==> config.mk <==
export PLATFORM = sky130hd
export DESIGN_NAME = encoder_4bit_dualrail
export DESIGN_NICKNAME = d
export VERILOG_FILES = /design/src/rtl/enc_pkg.sv /design/src/rtl/dualrail_skid.sv /design/src/rtl/encoder_4bit_dualrail.sv
export SDC_FILE = /design/constraint.sdc
export NUM_CORES = 1
export LEC_CHECK = 0
export ABC_AREA = 1
export ABC_CLOCK_PERIOD_IN_PS = 1800
export BUFFER_PORTS_ARGS = -buffer_cell sky130_fd_sc_hd__buf_2
export CORE_ASPECT_RATIO = 2
export CORE_MARGIN = 4
export CORE_UTILIZATION = 24
export DETAILED_ROUTE_END_ITERATION = 7
export PLACE_DENSITY = 0.46
export SLEW_MARGIN = 20
export SYNTH_ARGS = -nofsm -noshare
export SYNTH_HDL_FRONTEND = slang
export SYNTH_HIERARCHICAL = 1
export SYNTH_SLANG_ARGS = --single-unit
==> constraint.sdc <==
create_clock -name clk -period 1.8 [get_ports clk]
set_clock_uncertainty 0.05 [all_clocks]
set_input_delay 0.09 -clock clk [delete_from_list [all_inputs] [get_ports clk]]
set_output_delay 0.09 -clock clk [all_outputs]
set_load 0.05 [all_outputs]
==> src/rtl/enc_pkg.sv <==
// Shared types for the one-hot to dual-rail encoder: FSM states, the token
// classification result, and the one-hot index helper.
package enc_pkg;

    typedef enum logic [1:0] {
        NUL  = 2'd0,
        DATA = 2'd1,
        RTZ  = 2'd2
    } enc_state_t;

    localparam int ERR_CNT_W = 8;
    localparam int MAX_SIZE  = 5;
    localparam int MAX_IN    = 2 ** MAX_SIZE;

    typedef struct packed {
        logic [MAX_SIZE-1:0] idx;
        logic                valid;
        logic                multi;
    } onehot_t;

    // Classifies a token: valid = exactly one bit set, multi = two or more set.
    function automatic onehot_t onehot_idx(input logic [MAX_IN-1:0] v);
        onehot_t     r;
        int unsigned n;
        r = '0;
        n = 0;
        for (int i = 0; i < MAX_IN; i++) begin
            if (v[i]) begin
                n++;
                r.idx = MAX_SIZE'(i);
            end
        end
        r.valid = (n == 1);
        r.multi = (n > 1);
        return r;
    endfunction

endpackage

==> src/rtl/dualrail_skid.sv <==
// One-entry skid register holding the index of a token that arrived while
// the output side was busy.
module dualrail_skid
    import enc_pkg::*;
#(
    parameter int SIZE = 2
) (
    input  logic            clk,
    input  logic            rst_n,
    input  logic            i_load,
    input  logic            i_drain,
    input  logic [SIZE-1:0] i_idx,
    output logic            o_full,
    output logic [SIZE-1:0] o_idx
);

    logic            r_full;
    logic [SIZE-1:0] r_idx;

    // A load on the same edge as a drain keeps the entry occupied.
    always_ff @(posedge clk or negedge rst_n) begin
        if (!rst_n) begin
            r_full <= 1'b0;
        end else if (i_load) begin
            r_full <= 1'b1;
        end else if (i_drain) begin
            r_full <= 1'b0;
        end
    end

    always_ff @(posedge clk) begin
        if (i_load) begin
            r_idx <= i_idx;
        end
    end

    assign o_full = r_full;
    assign o_idx  = r_idx;

endmodule

==> src/rtl/encoder_4bit_dualrail.sv <==
// One-hot token to dual-rail codeword encoder with four-phase RTZ handshake
// and one-entry skid. Optional event counter enabled by ENC_ERR_COUNT_EN.
module encoder_4bit_dualrail
    import enc_pkg::*;
#(
    parameter int SIZE = 2
) (
    input  logic                  clk,
    input  logic                  rst_n,
    input  logic [2**SIZE-1:0]    in,
    input  logic                  ack,
    output logic [SIZE-1:0][1:0]  out,
    output logic                  busy,
    output logic                  err,
    output logic                  ovf,
    output logic                  warn,
    output logic [ERR_CNT_W-1:0]  err_cnt
);

    function automatic logic [SIZE-1:0][1:0] f_encode(input logic [SIZE-1:0] k);
        logic [SIZE-1:0][1:0] r;
        for (int b = 0; b < SIZE; b++) begin
            r[b] = {~k[b], k[b]};
        end
        return r;
    endfunction

    enc_state_t           r_state;
    logic [SIZE-1:0][1:0] r_out;
    logic                 r_err;
    logic                 r_ovf;
    logic                 r_warn;

    onehot_t              w_cls;
    logic [MAX_IN-1:0]    w_in_ext;
    logic [SIZE-1:0]      w_idx;
    logic                 w_skid_full;
    logic [SIZE-1:0]      w_skid_idx;
    logic                 w_can_load;
    logic                 w_take_in;
    logic                 w_skid_drain;
    logic                 w_skid_load;
    logic                 w_drop;
    logic                 w_src_vld;
    logic [SIZE-1:0]      w_src_idx;

    assign w_in_ext = MAX_IN'(in);
    assign w_cls    = onehot_idx(w_in_ext);
    assign w_idx    = w_cls.idx[SIZE-1:0];

    if (SIZE < MAX_SIZE) begin : g_idx_pad
        logic w_unused_hi;
        assign w_unused_hi = ^w_cls.idx[MAX_SIZE-1:SIZE];
    end

    // The output side accepts a new token in NUL, or in RTZ once ack has fallen.
    assign w_can_load   = (r_state == NUL) || ((r_state == RTZ) && !ack);
    assign w_skid_drain = w_can_load && w_skid_full;
    assign w_take_in    = w_can_load && !w_skid_full;
    assign w_skid_load  = w_cls.valid && !w_take_in && (!w_skid_full || w_skid_drain);
    assign w_drop       = w_cls.valid && !w_take_in && w_skid_full && !w_skid_drain;
    assign w_src_vld    = w_skid_full || w_cls.valid;
    assign w_src_idx    = w_skid_full ? w_skid_idx : w_idx;

    dualrail_skid #(.SIZE(SIZE)) u_skid (
        .clk     (clk),
        .rst_n   (rst_n),
        .i_load  (w_skid_load),
        .i_drain (w_skid_drain),
        .i_idx   (w_idx),
        .o_full  (w_skid_full),
        .o_idx   (w_skid_idx)
    );

    always_ff @(posedge clk or negedge rst_n) begin
        if (!rst_n) begin
            r_state <= NUL;
            r_out   <= '0;
            r_err   <= 1'b0;
            r_ovf   <= 1'b0;
            r_warn  <= 1'b0;
        end else begin
            r_err  <= w_cls.multi;
            r_ovf  <= w_drop;
            r_warn <= r_warn | r_err | r_ovf;
            case (r_state)
                NUL: begin
                    if (w_src_vld) begin
                        r_out   <= f_encode(w_src_idx);
                        r_state <= DATA;
                    end
                end
                DATA: begin
                    if (ack) begin
                        r_out   <= '0;
                        r_state <= RTZ;
                    end
                end
                RTZ: begin
                    if (!ack) begin
                        if (w_src_vld) begin
                            r_out   <= f_encode(w_src_idx);
                            r_state <= DATA;
                        end else begin
                            r_state <= NUL;
                        end
                    end
                end
                default: begin
                    r_out   <= '0;
                    r_state <= NUL;
                end
            endcase
        end
    end

`ifdef ENC_ERR_COUNT_EN
    logic [ERR_CNT_W-1:0] r_err_cnt;

    always_ff @(posedge clk or negedge rst_n) begin
        if (!rst_n) begin
            r_err_cnt <= '0;
        end else if ((r_err || r_ovf) && (r_err_cnt != {ERR_CNT_W{1'b1}})) begin
            r_err_cnt <= r_err_cnt + 1'b1;
        end
    end

    assign err_cnt = r_err_cnt;
`else
    assign err_cnt = '0;
`endif

    assign out  = r_out;
    assign busy = w_skid_full;
    assign err  = r_err;
    assign ovf  = r_ovf;
    assign warn = r_warn;

endmodule
==> results.md <==
* Status: finished clean
* Initial antenna violation count at 0
* Worst path cell trace: buf_2, inv_1, ha_4, inv_1, nand2_1, nand2_1, inv_1, ha_1, nand2_1, nand2_1, nor2_4, nand2_4, buf_4, nand3_4, nand2_4, nand2_1, nand2_1
* Tmin final at approximately 1.7 ns
* Max H-tree Level at 1
* Post-synth ARST share at 83.3%
* Worst EP required at 1.88 ns
* Cell Area, Placed at 906 um^2
* Post-Synthesis Cells at 101
* Post-layout nets at approximately 140
* Routed WL at 1.53 mm
* Seq/Total Area, Yosys at 40.5%
* Post-synth top cells: 29 x nand2_1, 12 x inv_1, 10 x dfrtp_1
* CP Depth at 17
* Antenna diodes at 0
* Cell variety after synth at 21
* Synth top area share at 32.6%
* CP max FO at 4
* Post-Route Utilization at about a third
* Area Growth Syn to Fin at 28.4%
* Setup crit start kind: input pin
* CP Buf/Inv Count at 5
* Final period util at about nine tenths
* Slowest stage delay, CP at 0.28 ns
* DR WL/cell at around 9.7 um
* Routability congestion estimate at 0.776
* Pwr dens at 1480 nW/um^2
* Placed Cells at 152
* Total GRT Usage at 8.21%
* R2r startpoint: r_state[0]
* Pleak at 0.000546 uW
* Mapped Area at 767 um^2
* Worst-path clk slew at 0.06 ns
* Die area at 4220 um^2
* DP HPWL at 1.33 mm
* Yosys reg bits at 12
* First-pass iteration count of the detailed router at 2
* Sink Count at 12
* Die height at 87.9 um
* Cell taking the most area after synthesis: dfrtp_1
* Hold Crit Class: input pin to flop
* Max frequency at 605 MHz
* Vias in the first global route at 594
* CTS Buf Count at 3
* Num rows at 28
* Cells on worst reg2reg path at 7
* Hold path depth at 3
* Worst-Skew Late Latency at around 0.24 ns
* Die width at 48.0 um
* Hold Vio Cnt, Final at 0
* Detailed-route via count at 664
* CTS tree: built
* Layout Cells excl Fill at 157
* Crit Path Class: input pin to flop
* Maximum VDD drop at 0.457 mV
* Largest delay share family, worst path: simple AND/OR/NAND/NOR gates
* Worst Hold Path EP: r_state[1]
* Grt ovf at 0
* Max Root-Sink Buffers at 2
* IO Count at 23
* Most common cell in the synthesized netlist: nand2_1
* EDFF count, synth at 2
* Synth Warn # at 6
* FF-to-FF setup slack at 0.30 ns
* Hold path start: ack
* Crit path top cell by count: nand2_1
* Max-cap violation count at 0
* CP Capture Type: flop
* First-pass GRT wire length at between 2 and 3 mm
* Final setup violation count at 0
* Largest net degree at the start of global routing at 11
* Root buffer cell: clkbuf_8
* R2r endpoint: u_skid/o_full
* Power Total at 1450 uW
* ANT nets after route at 0
* Crit path DAT at around 1.7 ns
* Synth Flop Type: dfrtp_1
* IO buf count at 14
* CORE AREA at 3010 um^2
* Avg Cell Area, Syn at 7.59 um^2
* Starting density of the core at approximately a quarter
* Remaining DRCs at 0
* Via-to-Cell Ratio at 4.23
* Final Max Slew Viols at 0
* Final instance area at 985 um^2
* DR iter-0 viols at 10
* Synth top area cells: dfrtp_1 33%, nand2_1 14%, buf_4 7.8%
* Layout cells sized above 1 at just over 30%
* Crit-path slowest cell: ha_1
==> per-layer routing <==
| metal | wire length [um] | vias up | GRT usage [%] |
|---|---|---|---|
| met5 | 0 | - | 0 |
| li1 | - | 349 | - |
| met1 | 499 | 290 | 7.73 |
| met3 | 96 | 5 | 1.85 |
| met2 | 891 | 20 | 15.0 |
| met4 | 38 | 0 | 4.41 |
==> layout by cell type, fill, tap and decap left out, types with 2 or more instances in the layout <==
cell / Yosys / routed
buf_4: 8 / 8
conb_1: 1 / 8
clkbuf_8: 0 / 3
inv_2: 6 / 7
nand2_4: 2 / 2
a21oi_1: 2 / 2
nand3_1: 8 / 8
buf_2: 0 / 14
o21ai_1: 2 / 2
edfxtp_1: 2 / 2
nor2_1: 6 / 6
dfrtp_1: 10 / 10
nand4_1: 2 / 2
inv_1: 12 / 11
ha_1: 3 / 2
nand2_1: 29 / 29
==> report_power, final <==
| group | total [uW] | switching [uW] | internal (uW) |
|---|---|---|---|
| logic | 781 | 554 | 227 |
| registers | 426 | 59.6 | 366 |
| clock network | 247 | 97.3 | 150 |
==> worst max-delay path by stage <==
stage,startpoint,end
5_1_grt,in[1],out[1]
3_5_place_dp,in[0],u_skid/o_idx[0]
2_1_floorplan,in[0],u_skid/o_idx[0]
6_report,in[1],out[3]
3_3_place_gp,in[0],u_skid/o_idx[0]
4_1_cts,in[0],u_skid/o_idx[0]
==> worst register-to-register path: stages, from the launching register on <==
cell and delay (ns):
dfrtp_1 0.45, a21oi_1 0.29, inv_1 0.10, nor2_1 0.21, nor3_4 0.08, buf_4 0.13
inv_1 0.04, nand2_1 0.04
==> logic make-up (layout without fill, tap and decap cells) <==
kind of cell	count (synthesis)	count (layout)	share of synthesized area, %
buffers and inverters	26	45	16.6
DFF	12	12	40.5
other	1	8	0.489
AOI/OAI and AO/OA	5	5	3.59
adders and majority gates	3	3	4.89
and+or+nand+nor	54	54	33.9
==> layout make-up <==
| type | instances | area, um^2 |
|---|---|---|
| multi-input combinational | 70 | 384 |
| clock buffer | 3 | 41.3 |
| inverter | 18 | 67.6 |
| clock inverter | 1 | 3.75 |
| tap | 30 | 37.5 |
| sequential | 12 | 310 |
| fill | 328 | 2030 |
| timing repair buffer | 23 | 140 |
==> flip-flops by register name, summed over array words and instances (netlist names) <==
| register | cells |
|---|---|
| out | 4 |
| u_skid/o_full | 1 |
| warn | 1 |
| err | 1 |
| r_state | 2 |
| ovf | 1 |
| u_skid/o_idx | 2 |
==> stage by stage <==
| stage | setup slack, ns | setup TNS [ns] | hold WS [ns] |
|---|---|---|---|
| after global placement | -0.174 | -1.18 | -0.0898 |
| after global routing | -0.0139 | -0.0139 | 0.0865 |
| after floorplan | 0.00929 | 0 | -0.256 |
| after detailed placement | -0.200 | -1.44 | -0.0844 |
| final | 0.147 | 0 | 0.0698 |
| after CTS | 0.0483 | 0 | 0.0704 |
==> timing repair <==
| item | 4_1_cts | 5_1_grt |
|---|---|---|
| resized for setup | 0 | 4 |
| endpoints found under the hold margin | 10 | 0 |
| setup endpoints to repair | 0 | 7 |
| hold buffers | 1 | 0 |
| buffers inserted | 0 | 0 |
(Power assumes the default switching activity.)
